[src/rtl/dff_write_arbiter.sv]
`default_nettype none
// +--------------------------------------------------------------------------+
// | dff_write_arbiter: round-robin arbitrated writes into one shared register |
// | Option macro ARB_HOLD_EN adds HOLD_MAX-bounded ownership.  Rev 1.0       |
// +--------------------------------------------------------------------------+
module dff_write_arbiter #(
  parameter int WIDTH    = 8,
  parameter int N        = 4,
  parameter int HOLD_MAX = 4
) (
  input  logic               clk,
  input  logic               rst,
  input  logic [N-1:0]       req,
  input  logic [N*WIDTH-1:0] d_in,
  output logic [N-1:0]       gnt,
  output logic [WIDTH-1:0]   q,
  output logic               q_valid,
  output logic [2:0]         wr_src,
  output logic [7:0]         wr_cnt
);

  // Elaboration-time range markers; an out-of-range build shows up as these blocks.
  if (N < 2 || N > 8) begin : g_bad_n
  end
  if (HOLD_MAX < 1) begin : g_bad_hold
  end

  logic [2:0]       ptr_q, ptr_d;
  logic [WIDTH-1:0] data_q;
  logic             valid_q;
  logic [2:0]       src_q;
  logic [7:0]       cnt_q;

  logic             w_rr_found;
  logic [2:0]       w_rr_idx;
  logic             w_wr_en;
  logic [2:0]       w_wr_idx;

  function automatic logic [2:0] f_next(input logic [2:0] i);
    f_next = (int'(i) == N - 1) ? 3'd0 : i + 3'd1;
  endfunction

  always_comb begin : p_rr
    w_rr_found = 1'b0;
    w_rr_idx   = 3'd0;
    for (int k = 0; k < N; k++) begin
      if (!w_rr_found && req[(int'(ptr_q) + k) % N]) begin
        w_rr_found = 1'b1;
        w_rr_idx   = 3'((int'(ptr_q) + k) % N);
      end
    end
  end

`ifdef ARB_HOLD_EN
  localparam int c_HW = $clog2(HOLD_MAX + 1);
  localparam logic [c_HW-1:0] c_HMAX  = c_HW'(HOLD_MAX);
  localparam logic [c_HW-1:0] c_HLAST = c_HW'(HOLD_MAX - 1);

  typedef enum logic [0:0] {
    IDLE = 1'b0,
    OWN  = 1'b1
  } state_t;

  state_t          state_q, state_d;
  logic [2:0]      owner_q, owner_d;
  logic [c_HW-1:0] hcnt_q, hcnt_d;

  always_comb begin : p_next
    ptr_d    = ptr_q;
    state_d  = state_q;
    owner_d  = owner_q;
    hcnt_d   = hcnt_q;
    w_wr_en  = 1'b0;
    w_wr_idx = w_rr_idx;
    case (state_q)
      IDLE: begin
        if (w_rr_found) begin
          w_wr_en  = 1'b1;
          w_wr_idx = w_rr_idx;
          if (HOLD_MAX <= 1) begin
            ptr_d = f_next(w_rr_idx);
          end else begin
            state_d = OWN;
            owner_d = w_rr_idx;
            hcnt_d  = c_HW'(1);
          end
        end
      end
      OWN: begin
        if (req[owner_q] && hcnt_q < c_HMAX) begin
          w_wr_en  = 1'b1;
          w_wr_idx = owner_q;
          if (hcnt_q == c_HLAST) begin
            state_d = IDLE;
            hcnt_d  = '0;
            ptr_d   = f_next(owner_q);
          end else begin
            hcnt_d = hcnt_q + c_HW'(1);
          end
        end else begin
          // Owner released: this cycle is idle, arbitration resumes next cycle.
          state_d = IDLE;
          hcnt_d  = '0;
          ptr_d   = f_next(owner_q);
        end
      end
      default: begin
        state_d = IDLE;
        hcnt_d  = '0;
      end
    endcase
    if (rst) begin
      w_wr_en = 1'b0;
    end
  end

  always_ff @(posedge clk) begin : p_fsm
    if (rst) begin
      state_q <= IDLE;
      owner_q <= 3'd0;
      hcnt_q  <= '0;
    end else begin
      state_q <= state_d;
      owner_q <= owner_d;
      hcnt_q  <= hcnt_d;
    end
  end
`else
  always_comb begin : p_next
    ptr_d    = ptr_q;
    w_wr_en  = 1'b0;
    w_wr_idx = w_rr_idx;
    if (w_rr_found) begin
      w_wr_en = 1'b1;
      ptr_d   = f_next(w_rr_idx);
    end
    if (rst) begin
      w_wr_en = 1'b0;
    end
  end
`endif

  always_comb begin : p_gnt
    gnt = '0;
    for (int i = 0; i < N; i++) begin
      gnt[i] = w_wr_en && (w_wr_idx == 3'(i));
    end
  end

  always_ff @(posedge clk) begin : p_regs
    if (rst) begin
      ptr_q   <= 3'd0;
      data_q  <= '0;
      valid_q <= 1'b0;
      src_q   <= 3'd0;
      cnt_q   <= 8'd0;
    end else begin
      ptr_q <= ptr_d;
      if (w_wr_en) begin
        data_q  <= d_in[int'(w_wr_idx)*WIDTH +: WIDTH];
        valid_q <= 1'b1;
        src_q   <= w_wr_idx;
        cnt_q   <= cnt_q + 8'd1;
      end
    end
  end

  assign q       = data_q;
  assign q_valid = valid_q;
  assign wr_src  = src_q;
  assign wr_cnt  = cnt_q;

endmodule
`default_nettype wire

[config.mk]
export PLATFORM = sky130hd
export DESIGN_NAME = dff_write_arbiter
export DESIGN_NICKNAME = d
export VERILOG_FILES = /design/src/rtl/dff_write_arbiter.sv
export SDC_FILE = /design/constraint.sdc
export NUM_CORES = 1
export LEC_CHECK = 0
export BUFFER_PORTS_ARGS = -buffer_cell sky130_fd_sc_hd__buf_4
export CAP_MARGIN = 20
export CELL_PAD_IN_SITES_DETAIL_PLACEMENT = 0
export CELL_PAD_IN_SITES_GLOBAL_PLACEMENT = 1
export CORE_ASPECT_RATIO = 1.4
export CORE_UTILIZATION = 35
export CTS_BUF_LIST = sky130_fd_sc_hd__clkbuf_4 sky130_fd_sc_hd__clkbuf_8
export CTS_CLUSTER_SIZE = 10
export DETAILED_ROUTE_END_ITERATION = 12
export HOLD_SLACK_MARGIN = 0.12
export PLACE_DENSITY_LB_ADDON = 0.1
export SKIP_LAST_GASP = 1
export SYNTH_ARGS = -nofsm -noshare
export SYNTH_HDL_FRONTEND = slang
export SYNTH_SLANG_ARGS = --single-unit
export TNS_END_PERCENT = 20
[constraint.sdc]
create_clock -name clk -period 3.5 [get_ports clk]
set_input_delay 0.175 -clock clk [delete_from_list [all_inputs] [get_ports clk]]
set_output_delay 0.175 -clock clk [all_outputs]
set_load 0.02 [all_outputs]
==> results.txt, run 1 <==
number of port buffers = 60
Avg WL per Cell = 13.7 um
dpl hpwl = 2.14 mm
maximum root-to-sink buffer count = 2
Filler Cell Count = 286
Synth Area in Compound Gates = 23.9%
Post-Synth Simple-Gate Area = 17.9%
Total GRT Usage = 18.3%
clk slew on worst S/H paths = 0.08 ns
CP Cell Sequence = nor2b_1 > a211o_1 > o21ai_0 > nor3_2 > and2_2 > buf_4
drt first pass iters = 4
Post-CTS Resized = 0
crit path max fanout = 9
Nets = 212
final setup TNS = 0 ns
post-route ant nets = 0
R2R setup slack = 1.43 ns
max_slew headroom = 49.7%
I/O pin count = 62
drc violations = 0
Rows = 24
initial antenna violation count = 0
total of max-cap violations = 0
CTS tree = yes
syn_area_per_cell = 9.88 um^2
post-CTS setup buffer count = 0
Core Box Area = 0.00309 mm^2
Vias/cell = 5.24
post-synthesis cell count = 114
CP max stage cell = nor3_2
P&R area growth vs syn = 44.3%
hold_buf cts = 0
P per Cell Area = 393 mW/mm^2
CP startpoint kind = register
Crit path largest cell delay = 0.53 ns
R2R cell count = 5
Slew Viols, Final = 0
period utilization = 63.9%
XOR/XNOR share of the synthesized area = 4.67%
Finished Layout Cells = 211
worst slew pin tran = 0.748 ns
end of the critical path = gnt[2]
Mapped Area = 0.00113 mm^2
critical path required time = 3.32 ns
Synth Area in Adders = 1.11%
final setup violation count = 0
post-synthesis mux area share = 9.67%
Yosys cell types = 38
first-pass GRT wire length = 4.89 mm
GP Congestion = 0.686
Seq/Total Area, Yosys = 37.3%
CTS Buf Count = 3
ys async rst share = 0%
R2R Path End = q[1]
CP Launch Point = ptr_q[0]
largest net degree at the start of global routing = 18
register bit total from synthesis = 21
FF/Latch Area = 420 um^2
worst hold path class = primary input to register
total grt overflow = 0
EDFF count, synth = 0
LEAKAGE = 0.000746 uW
worst skew pair latency = 0.26 ns
via count = 1106
largest family of logic cells by synthesized area = compound AO/OA/AOI/OAI gates
# placed instances = 207
die width = 49.9 um
crit end category = output port
area occupied by multi-input gates = 648 um^2
Total Routed Length = 2.88 mm
RSZ-0062 raised after global routing = no
Reg-to-Reg Start = ptr_q[0]
Max Fclk = 447 MHz
Setup Skew = 0.000852 ns
outcome = finished, final reports clean
clock root buffer = clkbuf_8
worst vdd ir = 0.000204 V
Max H-tree Level = 1
Iter 0 DRT Violations = 38
synth warn = 0
WP data arrival = 2.06 ns
layout cells sized above 1 = 47.7%
Final min period = 2.24 ns
clock sinks = 21
Die ar. = 0.00345 mm^2
final hold vios = 0
antenna fix cells = 0
die height = 69.1 um
via count of the first global-routing pass = 1103
Setup CP Type = register to output port
dominant synthesized flop cell = dfxtp_1
initial core utilization = 36.4%
syn_nets = 153
==> registers in the layout (all words and copies together), names as in the netlist <==
signal,cells
wr_cnt,8
q,8
wr_src,2
ptr_q,2
q_valid,1
==> metrics by stage <==
stage	cell area, um^2	total power, uW	util (%)	worst slack [ns]	hold slack [ns]
floorplan	1130	402	-	1.66	0.314
global placement	1580	480	51.1	1.46	0.397
detailed placement	1580	485	51.1	1.40	0.406
CTS	1630	648	52.5	1.25	0.128
global route	1630	671	52.5	1.12	0.135
finish	1630	640	52.5	1.26	0.135
==> cells by family (layout without fill, tap and decap cells) <==
logic type	Yosys count	after routing
and+or+nand+nor	35	35
AOI/OAI and AO/OA	33	33
DFF	21	21
buffers and inverters	9	67
muxes	8	8
xor gates and xnor gates	6	6
adders and majority gates	1	1
other	1	1
==> critical path: cells and delay by family (launching register included) <==
kind	cells	cell delay, ns
and+or+nand+nor	3	1.02
buffers and inverters	1	0.14
AOI/OAI and AO/OA	2	0.31
DFF	1	0.34
==> where the power goes <==
group / leakage [uW] / internal [uW] / switching, uW
Sequential: 0.000173 / 262 / 17.9
Clock: 0.0000255 / 79.3 / 82.2
Combinational: 0.000547 / 104 / 94.2
==> routing by layer <==
layer	global-route usage [%]	routed length, um	vias to the layer above
met5	0	0	-
met4	5.71	37	0
met3	3.31	151	5
met2	34.4	1550	47
met1	20.0	1150	513
li1	-	-	541
==> cell usage in the layout (no fill, tap or decap), drive strengths merged <==
| cell | instances |
|---|---|
| a211o | 1 |
| a22oi | 1 |
| or4 | 1 |
| or3 | 1 |
| and2 | 1 |
| ha | 1 |
| nand2 | 10 |
| mux2 | 8 |
| nor3 | 4 |
| o21ai | 4 |
| nand4 | 2 |
| nor2b | 2 |
| xor2 | 4 |
| a211oi | 1 |
| and2b | 1 |
| a221o | 8 |
| nor2 | 10 |
| xnor2 | 2 |
| o2111a | 1 |
| a22o | 8 |
| a21oi | 6 |
| clkinv | 1 |
| inv | 3 |
| conb | 1 |
| and3 | 1 |
| o22ai | 2 |
| o211a | 1 |
| clkbuf | 3 |
| buf | 60 |
| nor4 | 2 |
| dfxtp | 21 |
==> area by class of cell <==
cell class	instances	area share (%)
Clock buffer	3	2.54
Clock inverter	1	0.308
Inverter	3	0.693
Multi-Input combinational cell	84	39.9
Sequential cell	21	25.9
Tap cell	39	3.00
Timing Repair Buffer	60	27.7
==> cell usage after synthesis (2+ instances only) <==
cell / instances / share of area (%)
dfxtp_1: 21 / 37
nand2_1: 10 / 3.3
nor2_1: 9 / 3.0
a221o_1: 8 / 7.1
a22o_1: 8 / 6.2
a21oi_1: 6 / 2.7
mux2_4: 5 / 6.7
o21ai_0: 4 / 1.8
xor2_1: 4 / 3.1
inv_1: 3 / 1.0
mux2_2: 3 / 3.0
nor3_2: 3 / 2.7
buf_4: 2 / 1.3
buf_6: 2 / 2.0
nand4_1: 2 / 1.1
xnor2_1: 2 / 1.6
==> how the worst min path moves through the flow <==
stage	from	end	slack, ns	cells past startpoint
final	d_in[2]	q[2]	0.13	2
after global routing	d_in[0]	q[0]	0.14	2
after CTS	d_in[2]	q[2]	0.13	2
after detailed placement	d_in[5]	q[5]	0.41	2
after global placement	d_in[6]	q[6]	0.40	2
after floorplan	d_in[0]	q[0]	0.31	1
No activity file was read; power rests on OpenSTA's default activity.
==> inputs of run 2 (changes only) <==
Settings changed: ABC_AREA from default to 1, CORE_UTILIZATION 35 to 30.
Clock period 3.5 ns to 2 ns, I/O delays scaled along.
==> run 2 against run 1 <==
Final cell count up 73%. Critical path depth is 7 higher. Power rose to 5.6 times the previous value. Clock power increased by 75%. Synthesized cell count grew 100%. Flip-flop and latch count did not move. Clock-buffer cell count unchanged. Die area up 52%. Core utilization decreased by 4.0 points. Combinational power grew to 13 times the previous value. Clock skew up 0.0019 ns. Critical path type unchanged. Largest power group is now combinational logic.
==> results.txt, run 2 <==
commonest non-fill, non-tap cells in the layout = 71 x buf_4, 59 x nand2_1, 47 x nand3_1 (was 60 x buf_4, 21 x dfxtp_1, 10 x nand2_1)
final non-filler cell area = 0.00225 mm^2 (was 0.00163 mm^2)
Setup Skew = 0.00271 ns (was 0.000852 ns)
Total GRT Usage = 17.0% (was 18.3%)
P per Cell Area = 1580 mW/mm^2 (was 393 mW/mm^2)
Synth Area in Adders = 0.843% (was 1.11%)
total grt overflow = 0 (unchanged)
EDFF count, synth = 0 (unchanged)
Avg WL per Cell = 11.5 um (was 13.7 um)
dominant synthesized flop cell = dfxtp_1 (unchanged)
CTS tree = yes (unchanged)
Max Fclk = 503 MHz
total of max-cap violations = 0 (unchanged)
Setup CP Type = register to output port (unchanged)
switch share = 50.3% (was 30.4%)
P&R area growth vs syn = 51.9% (was 44.3%)
Mapped Area = 0.00148 mm^2 (was 0.00113 mm^2)
Synth area leader = dfxtp_1 (unchanged)
first-pass GRT wire length = 6.88 mm (was 4.89 mm)
Iter 0 DRT Violations = 85 (was 38)
Max H-tree Level = 1 (unchanged)
Seq pwr share = 18.4% (was 43.8%)
period utilization = 99.4%
worst vdd ir = 0.000675 V (was 0.000204 V)
dpl hpwl = 3.18 mm (was 2.14 mm)
RSZ-0062 raised after global routing = yes (was no)
syn_nets = 270 (was 153)
I/O pin count = 62 (unchanged)
drt first pass iters = 4 (unchanged)
number of port buffers = 60 (unchanged)
XOR/XNOR share of the synthesized area = 1.18% (was 4.67%)
outcome = finished, final reports clean (unchanged)
die height = 85.2 um (was 69.1 um)
R2R setup slack = 0.21 ns (was 1.43 ns)
HP Start = d_in[3] (was d_in[2])
clk slew on worst S/H paths = 0.08 ns (about the same)
Rows = 29 (was 24)
WP data arrival = 1.89 ns (was 2.06 ns)
GP Congestion = 0.869 (was 0.686)
initial core utilization = 32.0% (was 36.4%)
CP dominant cell by count = nand2_2
maximum root-to-sink buffer count = 2 (unchanged)
crit path max fanout = 5 (was 9)
via count of the first global-routing pass = 1628 (was 1103)
top-count cell post-synth = nand2_1 (was dfxtp_1)
worst skew pair latency = 0.26 ns (about the same)
Vias/cell = 4.65 (was 5.24)
crit end category = output port (unchanged)
Yosys cell types = 33 (was 38)
placed inst area = 0.00201 mm^2 (was 0.00158 mm^2)
die width = 61.4 um (was 49.9 um)
LEAKAGE = 0.00117 uW (was 0.000746 uW)
Clock Power Share = 7.9% (was 25.3%)
Seq/Total Area, Yosys = 28.3% (was 37.3%)
clock root buffer = clkbuf_8 (unchanged)
synth top area cells = dfxtp_1 28%, nand2_1 17%, nand3_1 17% (was dfxtp_1 37%, a221o_1 7.1%, mux2_4 6.7%)
syn_area_per_cell = 6.42 um^2 (was 9.88 um^2)
Nets = 342 (was 212)
Synth Area in Compound Gates = 5.56% (was 23.9%)
Reg-to-Reg Start = ptr_q[0] (unchanged)
CTS Buf Count = 3 (unchanged)
post-synthesis mux area share = 0% (was 9.67%)
CP Cell Sequence = buf_6 > nand2_2 > nand2_2 > nand2_2 > nand2_2 > nor2_4 > nand2_1 > nand2_1 > nor2_4 > buf_6 > nand2_2 > nor2_1 > buf_4 (was nor2b_1 > a211o_1 > o21ai_0 > nor3_2 > and2_2 > buf_4)
combinational group share of total power = 73.7% (was 31.0%)
Post-synth top cells = 67 x nand2_1, 49 x nand3_1, 22 x inv_1, 21 x dfxtp_1 (was 21 x dfxtp_1, 10 x nand2_1, 9 x nor2_1, 8 x a221o_1, 8 x a22o_1)
most common cell after layout, fill and taps aside = buf_4 (unchanged)
largest net degree at the start of global routing = 17 (was 18)
register bit total from synthesis = 21 (unchanged)
final setup violation count = 0 (unchanged)
layout cells sized above 1 = 39.1% (was 47.7%)
critical path required time = 1.90 ns (was 3.32 ns)
Core Box Area = 0.00464 mm^2 (was 0.00309 mm^2)
R2R cell count = 11 (was 5)
post-route ant nets = 0 (unchanged)
switching pwr = 1800 uW (was 194 uW)
Final min period = 1.99 ns
largest family of logic cells by synthesized area = simple AND/OR/NAND/NOR gates (was compound AO/OA/AOI/OAI gates)
utilization after layout = 48.5% (was 52.5%)
P_int = 1770 uW (was 445 uW)
worst hold path class = primary input to register (unchanged)
Total Routed Length = 4.18 mm (was 2.88 mm)
Slew Viols, Final = 0 (unchanged)
antenna fix cells = 0 (unchanged)
ys async rst share = 0% (unchanged)
worst hold path cell count = 5 (was 2)
top-area cell type share of the netlist area = 28.3% (was 37.3%)
post-synthesis cell count = 231 (was 114)
CP max stage cell = dfxtp_4 (was nor3_2)
via count = 1692 (was 1106)
Die ar. = 0.00524 mm^2 (was 0.00345 mm^2)
drc violations = 0 (unchanged)
Worst Hold End = q[3] (was q[2])
CP startpoint kind = register (unchanged)
initial antenna violation count = 0 (unchanged)
Post-Synth Simple-Gate Area = 51.4% (was 17.9%)
final hold vios = 0 (unchanged)
clock sinks = 21 (unchanged)
synth warn = 0 (unchanged)
R2R Path End = wr_cnt[7] (was q[1])
Crit path largest cell delay = 0.41 ns (was 0.53 ns)
==> run 2: layout make-up <==
type                    instances  area (um^2)
fillers                       511         2390
multi-input cells             172          982
repair buffers                 77          599
flip-flops and latches         21          428
inverters                      28          120
well taps                      62         77.6
clock buffers                   3         41.3
clock inverters                 1         5.00
==> run 2: worst max-delay path: cells and delay by family (launching register included) <==
family | cells | cell delay [ns]
buffers and inverters | 3 | 0.44
and+or+nand+nor | 10 | 0.77
DFF | 1 | 0.41
==> run 2: kinds of logic after synthesis <==
| group | Yosys count |
|---|---|
| xor+xnor | 2 |
| other cells | 1 |
| fa+ha+maj | 1 |
| buf+inv | 38 |
| simple gates | 154 |
| flops | 21 |
| compound gates | 14 |
==> run 2: worst max path at each step <==
stage	startpoint	endpoint	cells past startpoint
2_1_floorplan	ptr_q[0]	gnt[0]	10
3_3_place_gp	ptr_q[0]	q[5]	13
3_5_place_dp	ptr_q[0]	q[0]	13
4_1_cts	ptr_q[0]	gnt[3]	14
5_1_grt	ptr_q[0]	gnt[2]	12
6_report	ptr_q[0]	gnt[1]	13
==> run 2: through the flow <==
step	setup slack [ns]	setup TNS [ns]	power [uW]	std cells	hold WS [ns]
6_report	0.0120	0	3570	364	0.151
5_1_grt	-0.0963	-0.344	3900	364	0.156
4_1_cts	-0.0350	-0.0369	3410	363	0.150
3_5_place_dp	-0.0149	-0.0706	2880	353	0.361
3_3_place_gp	0.0170	0	2890	353	0.361
2_1_floorplan	0.176	0	2240	231	0.316
==> run 2: power groups by stage <==
stage / registers (uW) / clock network (uW) / logic, uW
4_1_cts: 665 / 295 / 2450
2_1_floorplan: 756 / 0 / 1480
5_1_grt: 677 / 315 / 2910
3_5_place_dp: 659 / 0 / 2220
3_3_place_gp: 653 / 0 / 2240
6_report: 658 / 282 / 2630
==> run 2: routing by layer <==
layer,track usage [%],wire length [um]
met2,29.6,2150
met3,3.96,239
met1,19.8,1740
met5,0,0
met4,5.25,54
==> run 2: what timing repair did <==
item,in CTS,in global routing
gates cloned,0,0
buffers inserted,5,1
setup endpoints to repair,12,4
pin swaps,5,9
hold endpoints to repair,8,0
hold buffers,1,0
gates resized for setup,23,18
==> inputs of run 3 (changes only) <==
Settings changed: PLACE_DENSITY_LB_ADDON 0.1 to 0.08, SLEW_MARGIN from default to 5.
==> run 3 against run 2 <==
Via count increased by 1.7%. Maximum frequency is 0.57% lower. Register-to-register slack lost 0.11 ns. Critical path type unchanged. Sequential power about the same. Power up 6.0%. Worst setup slack got worse by 0.011 ns. Non-clock buffer count is 4 higher. Core utilization rose by 1.6 points. Critical endpoint is now gnt[3]. Critical path depth increased by 2. Highest routed layer unchanged. Clock skew is 0.0010 ns lower.
==> results.txt, run 3 (synthesized netlist as in run 2, its figures left out) <==
R2R Path End = q[2] (was wr_cnt[7])
most common cell after layout, fill and taps aside = buf_4 (unchanged)
WP data arrival = 1.90 ns (was 1.89 ns)
dpl hpwl = 3.17 mm (was 3.18 mm)
WP buf/inv = 5 (was 3)
R2R setup slack = 0.10 ns (was 0.21 ns)
final setup violation count = 0 (unchanged)
HP Start = d_in[7] (was d_in[3])
# placed instances = 351 (was 353)
Reg-to-Reg Start = ptr_q[0] (unchanged)
RSZ-0062 raised after global routing = yes (unchanged)
total of max-cap violations = 0 (unchanged)
final hold vios = 0 (unchanged)
critical path required time = 1.90 ns (about the same)
Crit path largest cell delay = 0.37 ns (was 0.41 ns)
die width = 61.4 um (unchanged)
first-pass GRT wire length = 6.73 mm (was 6.88 mm)
commonest non-fill, non-tap cells in the layout = 74 x buf_4, 53 x nand2_1, 46 x nand3_1 (was 71 x buf_4, 59 x nand2_1, 47 x nand3_1)
crit end category = output port (unchanged)
largest net degree at the start of global routing = 18 (was 17)
CP max stage cell = dfxtp_4 (unchanged)
CP startpoint kind = register (unchanged)
P&R area growth vs syn = 56.8% (was 51.9%)
post-route ant nets = 0 (unchanged)
Finished Layout Cells = 368 (was 364)
Vias/cell = 4.67 (was 4.65)
total grt overflow = 0 (unchanged)
Total Routed Length = 4.25 mm (was 4.18 mm)
P per Cell Area = 1630 mW/mm^2 (was 1580 mW/mm^2)
Nets = 346 (was 342)
Rows = 29 (unchanged)
antenna fix cells = 0 (unchanged)
Slew Viols, Final = 0 (unchanged)
Total GRT Usage = 16.8% (was 17.0%)
CTS Buf Count = 3 (unchanged)
Core Box Area = 0.00464 mm^2 (unchanged)
clk slew on worst S/H paths = 0.08 ns (about the same)
CP top delay family = simple AND/OR/NAND/NOR gates (unchanged)
CP Cell Sequence = buf_8 > nand2_4 > nand2_4 > nand2_2 > nand2_2 > nor2_4 > buf_6 > nand2_2 > nand2_2 > nor2_4 > buf_6 > nor2_8 > inv_4 > nor2_4 > buf_6 (was buf_6 > nand2_2 > nand2_2 > nand2_2 > nand2_2 > nor2_4 > nand2_1 > nand2_1 > nor2_4 > buf_6 > nand2_2 > nor2_1 > buf_4)
Iter 0 DRT Violations = 54 (was 85)
GP Congestion = 0.823 (was 0.869)
drt first pass iters = 3 (was 4)
initial core utilization = 32.0% (unchanged)
drc violations = 0 (unchanged)
clock root buffer = clkbuf_8 (unchanged)
PnR worst setup slack = 0.000616 ns (was 0.0120 ns)
number of port buffers = 60 (unchanged)
outcome = finished, final reports clean (unchanged)
initial antenna violation count = 0 (unchanged)
maximum root-to-sink buffer count = 2 (unchanged)
Final min period = 2.00 ns (was 1.99 ns)
crit path max fanout = 8 (was 5)
Filler Cell Count = 535 (was 511)
CTS tree = yes (unchanged)
dpl ws = 0.0737 ns (was -0.0149 ns)
worst hold path cell count = 5 (unchanged)
Setup CP Type = register to output port (unchanged)
period utilization = 100% (was 99.4%)
hold_ws = 0.144 ns (was 0.151 ns)
Avg WL per Cell = 11.5 um (about the same)
R2R cell count = 16 (was 11)
via count = 1720 (was 1692)
clock sinks = 21 (unchanged)
Max H-tree Level = 1 (unchanged)
Max Fclk = 500 MHz (was 503 MHz)
I/O pin count = 62 (unchanged)
via count of the first global-routing pass = 1562 (was 1628)
worst vdd ir = 0.000635 V (was 0.000675 V)
CP dominant cell by count = nand2_2 (unchanged)
Setup Skew = 0.00166 ns (was 0.00271 ns)
Die ar. = 0.00524 mm^2 (unchanged)
utilization after layout = 50.1% (was 48.5%)
worst hold path class = primary input to register (unchanged)
die height = 85.2 um (unchanged)
LEAKAGE = 0.00121 uW (was 0.00117 uW)
layout cells sized above 1 = 41.8% (was 39.1%)
worst skew pair latency = 0.26 ns (about the same)
Worst Hold End = q[7] (was q[3])
CP Launch Point = ptr_q[0] (unchanged)
-- run 3: changes by cell type in the layout (fill, tap and decap cells not counted), sizes merged --
cell,delta
buf,+4
-- run 3: what timing repair did --
item,in CTS,in global routing
pin swaps,5,12
gates resized for setup,8,42
endpoints found under the setup margin,4,5
hold buffers,1,0
buffers inserted,4,8
hold endpoints to repair,8,0
-- run 3: area by class of cell --
| class | count | area [um^2] | area share [%] |
|---|---|---|---|
| inverters | 28 | 120 | 5.16 |
| well taps | 62 | 77.6 | 3.33 |
| flip-flops and latches | 21 | 428 | 18.4 |
| clock buffers | 3 | 41.3 | 1.77 |
| multi-input cells | 172 | 1010 | 43.4 |
| clock inverters | 1 | 5.00 | 0.215 |
| repair buffers | 81 | 646 | 27.7 |
-- run 3: worst register-to-register path: stages (launching register included) --
cell     delay [ns]
dfxtp_4        0.37
buf_8          0.15
nand2_4        0.09
nand2_4        0.06
nand2_2        0.06
nand2_2        0.06
nor2_4         0.10
buf_4          0.12
nand3_2        0.07
nand2_4        0.08
nand2_4        0.08
buf_12         0.15
buf_4          0.15
nand2_1        0.05
nand2_1        0.07
nand3_1        0.07
nand3_1        0.06
-- run 3: worst max-delay path by stage --
stage	slack, ns	depth (start not counted)	to
after floorplan	0.18	10	gnt[0]
after detailed placement	0.07	13	gnt[3]
after CTS	-0.1	14	gnt[3]
after global placement	0.11	11	gnt[3]
after global routing	-0.10	14	gnt[3]
final	0.0006	15	gnt[3]
-- run 3: per-layer routing --
metal / vias to the layer above / wire, um / GRT usage (%)
met5: - / 0 / 0
met4: 0 / 66 / 5.45
met3: 4 / 161 / 1.98
met2: 40 / 2320 / 31.5
met1: 778 / 1700 / 18.5
li1: 898 / - / -
-- run 3: through the flow --
| step | instance area [um^2] | TNS (ns) | total power [uW] |
|---|---|---|---|
| final | 2330 | 0 | 3780 |
| after global routing | 2330 | -0.369 | 4090 |
| after CTS | 2120 | -0.0960 | 3340 |
| after detailed placement | 2010 | 0 | 2900 |
| after global placement | 2010 | 0 | 2910 |
| after floorplan | 1480 | 0 | 2240 |
-- run 3: power breakdown --
group,internal (uW),total (uW),switching (uW),leakage [uW]
registers,559,658,99.0,0.000174
logic,1240,2840,1600,0.00101
clock network,139,288,149,0.0000255
total,1930,3780,1850,0.00121
